File: src/rtl/sdram_ls_arb.sv
// sdram_ls_arb: round-robin arbiter sharing the SDRAM low-speed write port between N toggle-handshake requesters.
module sdram_ls_arb #(
    parameter int N        = 3,
    parameter int AW       = 25,
    parameter int DW       = 32,
    parameter int ACK_SYNC = 2
) (
    input  logic            CLK,
    input  logic            RESn,
    input  logic [N-1:0]    REQ_TGL,
    input  logic [N*AW-1:0] REQ_A,
    input  logic [N*DW-1:0] REQ_D,
    output logic [N-1:0]    ACK_TGL,
    output logic [AW-1:0]   LS_WADDR,
    output logic [DW-1:0]   LS_DIN,
    output logic            LS_WE_REQ,
    input  logic            LS_WE_ACK,
    output logic            BUSY,
    output logic [2:0]      GRANT
);
    localparam int CW = $clog2(ACK_SYNC + 2);

    typedef enum logic [1:0] {ST_ALIGN, ST_IDLE, ST_WAIT} state_t;

    state_t          state_q, state_d;
    logic [CW-1:0]   cnt_q, cnt_d;
    logic [2:0]      ptr_q, ptr_d, grant_q, grant_d, win, off;
    logic [3:0]      sum;
    logic [N-1:0]    ack_tgl_q, ack_tgl_d, pend;
    logic [2*N-1:0]  rot;
    logic [AW-1:0]   waddr_q, waddr_d;
    logic [DW-1:0]   din_q, din_d;
    logic            req_q, req_d, busy_q, busy_d, hit, ack_s;

    generate
        if (ACK_SYNC == 0) begin : g_nosync
            assign ack_s = LS_WE_ACK;
        end else begin : g_sync
            logic [ACK_SYNC-1:0] sync_q;
            always_ff @(posedge CLK or negedge RESn)
                if (!RESn) sync_q <= '0;
                else       sync_q <= ACK_SYNC'({sync_q, LS_WE_ACK});
            assign ack_s = sync_q[ACK_SYNC-1];
        end
    endgenerate

    assign pend = REQ_TGL ^ ack_tgl_q;

    // Rotate pending bits so bit 0 is the index just after the pointer; lowest set bit wins.
    always_comb begin
        rot = {pend, pend} >> (ptr_q + 3'd1);
        hit = 1'b0;
        off = '0;
        for (int j = N - 1; j >= 0; j--)
            if (rot[j]) begin
                hit = 1'b1;
                off = 3'(j);
            end
        sum = 4'(ptr_q) + 4'(off) + 4'd1;
        win = 3'(sum >= 4'(N) ? sum - 4'(N) : sum);
    end

    always_comb begin
        state_d   = state_q;
        cnt_d     = cnt_q;
        ptr_d     = ptr_q;
        grant_d   = grant_q;
        ack_tgl_d = ack_tgl_q;
        waddr_d   = waddr_q;
        din_d     = din_q;
        req_d     = req_q;
        busy_d    = busy_q;
        case (state_q)
            ST_ALIGN:
                if (cnt_q == CW'(ACK_SYNC)) begin
                    req_d   = ack_s;
                    state_d = ST_IDLE;
                end else begin
                    cnt_d = cnt_q + 1'b1;
                end
            ST_IDLE:
                if (hit) begin
                    waddr_d = REQ_A[int'(win)*AW +: AW];
                    din_d   = REQ_D[int'(win)*DW +: DW];
                    req_d   = ~req_q;
                    grant_d = win;
                    ptr_d   = win;
                    busy_d  = 1'b1;
                    state_d = ST_WAIT;
                end
            ST_WAIT:
                if (ack_s == req_q) begin
                    ack_tgl_d = ack_tgl_q ^ (N'(1) << grant_q);
                    busy_d    = 1'b0;
                    state_d   = ST_IDLE;
                end
            default: state_d = ST_ALIGN;
        endcase
    end

    always_ff @(posedge CLK or negedge RESn) begin
        if (!RESn) begin
            state_q   <= ST_ALIGN;
            cnt_q     <= '0;
            ptr_q     <= 3'(N - 1);
            grant_q   <= '0;
            ack_tgl_q <= '0;
            waddr_q   <= '0;
            din_q     <= '0;
            req_q     <= 1'b0;
            busy_q    <= 1'b0;
        end else begin
            state_q   <= state_d;
            cnt_q     <= cnt_d;
            ptr_q     <= ptr_d;
            grant_q   <= grant_d;
            ack_tgl_q <= ack_tgl_d;
            waddr_q   <= waddr_d;
            din_q     <= din_d;
            req_q     <= req_d;
            busy_q    <= busy_d;
        end
    end

    assign ACK_TGL   = ack_tgl_q;
    assign LS_WADDR  = waddr_q;
    assign LS_DIN    = din_q;
    assign LS_WE_REQ = req_q;
    assign BUSY      = busy_q;
    assign GRANT     = grant_q;
endmodule

File: config.mk
export PLATFORM = sky130hd
export DESIGN_NAME = sdram_ls_arb
export DESIGN_NICKNAME = d
export VERILOG_FILES = /design/src/rtl/sdram_ls_arb.sv
export SDC_FILE = /design/constraint.sdc
export NUM_CORES = 1
export LEC_CHECK = 0
export BUFFER_PORTS_ARGS = -buffer_cell sky130_fd_sc_hd__buf_4
export CAP_MARGIN = 20
export CORE_UTILIZATION = 50
export DETAILED_ROUTE_END_ITERATION = 12
export HOLD_SLACK_MARGIN = 0.02
export PLACE_DENSITY_LB_ADDON = 0.08
export SETUP_SLACK_MARGIN = 0.2
export SYNTH_ARGS = -nofsm -noshare
export SYNTH_HDL_FRONTEND = slang
export SYNTH_SLANG_ARGS = --single-unit
export TNS_END_PERCENT = 100
File: constraint.sdc
create_clock -name CLK -period 4.99 [get_ports CLK]
set_clock_uncertainty 0.15 [all_clocks]
set_input_delay 0.499 -clock CLK [delete_from_list [all_inputs] [get_ports CLK]]
set_output_delay 0.499 -clock CLK [all_outputs]
set_load 0.01 [all_outputs]
==> impl_results.md <==
- Starting density of the core: 0.512
- Nets: 1196
- Ratio of routed vias to standard cells: about 6.4
- Post-synth cell types: 46
- FMAX: between 200 and 250 MHz
- Period utilization: 0.896
- # DRC: 0
- Site row count: 40
- Boundary pin count: roughly 240
- Worst min-delay path class: input pin to register
- CTS tree: yes
- Postcts setup bufs: 0
- Ranking of synthesized cells by area: dfrtp_1 29%, nand2_1 18%, a2111oi_0 8.1%
- RePlAce Congestion: around 0.82
- YS warnings: 0
- Core area: 12000 um^2
- Hold_sp: LS_WE_ACK
- CTS root buf: clkbuf_16
- CP required: slightly above 5 ns
- Worst-case reg-to-reg path depth: 14
- Height of the die: 113 um
- Slew headroom: 0.244
- Post-synth EDFFs: 0
- Core Util, Final: 0.685
- Setup TNS Final: 0 ns
- Clock Path Buffers: 2
- Clock Sinks: 72
- Diode count: 0
- WP data arrival: roughly 4.6 ns
- Mapped Area: 6150 um^2
- Synth top area share: 0.289
- Clock Latency Late Sink: between 0.3 and 0.4 ns
- GRT Overall Usage: 0.330
- Synth Register Bits: between 70 and 80
- R2r setup slk: 0.52 ns
- Hold path depth: 1
- Final hold vios: 0
- Main synth FF type: dfrtp_1
- Post-Layout Cell Count: 1165
- CP max FO: 49
- DRT Wirelength: roughly 21 mm
- RR Startpoint: ptr_q[0]$_DFFE_PN0P_
- CP Launch Type: register
- Port Buffers: roughly 240
- Syn nets: a little over 1000
- Dpl cells: about 1100
- Via Count: about 7400
- Largest net degree at the start of global routing: around 120
- Fin. max-slew vios: 0
- Hpwl dp: approximately 14 mm
- Critical R2R Capture: LS_WADDR[5]$_DFFE_PN0P_
- P&R area growth vs syn: 33.7%
- Post-synthesis sequential area ratio: 0.293
- Layout cells sized above 1: 0.292
- 1st-iter DRT viols: between 600 and 700
- First-pass GRT wire length: roughly 34 mm
- Synthesized area per cell: ~7.3 um^2
- FILL cells: ~1000
- Largest area contributor in the netlist: dfrtp_1
- Async SR Flop Fraction: 1.00
- Max-cap violations: 0
- Hold_buf cts: 0
- Post_cts resized: 0
- RSZ-0062 raised after global routing: false
- Clock-pin slew on the worst setup and hold paths: around 0.060 ns
- H-tree Lvls: 3
- Status: finished clean
- CP Capture Type: register
- Initial antenna violation count: 0
- Vias in the first global route: about 6700
- Final setup vio count: 0
- DR WL/cell: around 18 um
- Final period demand of the worst path: approximately 4.5 ns
- Die width: about 110 um
- First-pass DRT Iterations: 6
- Post-DRT Antenna Nets: 0
- Grt ovf: 0
- Crit Path Class: register to register
- WHS Endpoint: g_sync.sync_q[0]$_DFF_PN0_
- CTS Buf Count: 9
- Post-Synthesis Cells: roughly 850
- Slew @ Worst Pin: 1.13 ns
- Die area: 12700 um^2
==> cells by family (layout without fill, tap and decap cells) <==
| logic type | after synthesis | count (layout) | synth area share |
|---|---|---|---|
| fa+ha+maj | 6 | 6 | 0.0134 |
| compound gates | 201 | 201 | 0.271 |
| xor+xnor | 13 | 13 | 0.0210 |
| buf+inv | 116 | 289 | 0.0920 |
| flops | 72 | 72 | 0.293 |
| simple gates | 437 | 437 | 0.309 |
==> state kept, by name (all words and copies together), names as in the netlist <==
name and flops:
LS_WADDR 25, ptr_q 3, BUSY 1, LS_WE_REQ 1, state_q 2, GRANT 1, ACK_TGL 3, cnt_q 2
LS_DIN 32, g_sync.sync_q 2
==> critical path: stages (launching register included) <==
cell and delay, ns:
dfrtp_1 0.51, ha_1 0.47, nor3_1 0.34, a311oi_1 0.09, a211oi_1 0.24, a31oi_1 0.10
ha_4 0.20, fa_1 0.56, inv_2 0.06, ha_2 0.27, buf_4 0.24, a211oi_4 0.25
buf_4 0.48, o211ai_1 0.25, nand3_1 0.17
==> how the worst max path moves through the flow <==
| stage | endpoint | start | depth (start not counted) | slack [ns] |
|---|---|---|---|---|
| final | LS_WADDR[5]$_DFFE_PN0P_ | ptr_q[0]$_DFFE_PN0P_ | 14 | 0.52 |
| after floorplan | LS_DIN[28]$_DFFE_PN0P_ | ptr_q[1]$_DFFE_PN1P_ | 20 | 0.49 |
| after CTS | LS_DIN[8]$_DFFE_PN0P_ | ptr_q[0]$_DFFE_PN0P_ | 15 | 0.45 |
| after detailed placement | LS_DIN[26]$_DFFE_PN0P_ | ptr_q[0]$_DFFE_PN0P_ | 13 | 0.50 |
| after global routing | LS_DIN[8]$_DFFE_PN0P_ | ptr_q[0]$_DFFE_PN0P_ | 15 | 0.24 |
| after global placement | LS_DIN[30]$_DFFE_PN0P_ | ptr_q[0]$_DFFE_PN0P_ | 13 | 0.63 |
==> per-layer routing <==
metal / track usage / part of all wire / vias to the layer above
met5: 0 / 0 / -
li1: - / - / 3488
met1: 0.438 / 0.41 / 3523
met4: 0.138 / 0.030 / 0
met2: 0.528 / 0.48 / 354
met3: 0.0648 / 0.078 / 46
==> cell usage in the layout (no fill, tap or decap), types with 6 or more instances in the layout <==
| master | n |
|---|---|
| a2111oi_0 | 57 |
| a221oi_1 | 57 |
| buf_4 | 258 |
| clkbuf_16 | 9 |
| dfrtp_1 | 71 |
| inv_1 | 6 |
| nand2_1 | 295 |
| nand3_1 | 60 |
| nand4_1 | 58 |
| nor2_1 | 8 |
| o211ai_1 | 57 |
| o21ai_0 | 7 |
| xnor2_1 | 8 |
==> cell usage after synthesis (5+ instances only) <==
cell type  count
a2111oi_0     57
a221oi_1      57
buf_1          5
buf_2         20
buf_4          6
buf_6         11
clkbuf_1      64
dfrtp_1       71
ha_1           5
inv_1          8
nand2_1      295
nand3_1       61
nand4_1       58
nor2_1         8
o211ai_1      57
o21ai_0        7
xnor2_1        8
==> through the flow <==
stage	hold WS, ns	area (um^2)	setup slack [ns]
2_1_floorplan	0.0534	6150	0.490
3_3_place_gp	0.192	7830	0.629
3_5_place_dp	0.186	7830	0.505
4_1_cts	0.0955	8160	0.453
5_1_grt	0.101	8220	0.240
6_report	0.103	8220	0.517
==> cell type report <==
cell class,instances,area (um^2),area share
Multi-Input combinational cell,657,3840,0.467
Timing Repair Buffer,263,2020,0.245
Sequential cell,72,1800,0.219
Clock buffer,11,253,0.0307
Tap cell,147,184,0.0224
Clock inverter,5,86.3,0.0105
Inverter,10,38.8,0.00472
Power is left out: the tool's default activity adds up to more than one toggle a clock period on the data nets, which glitch-free logic cannot reach.
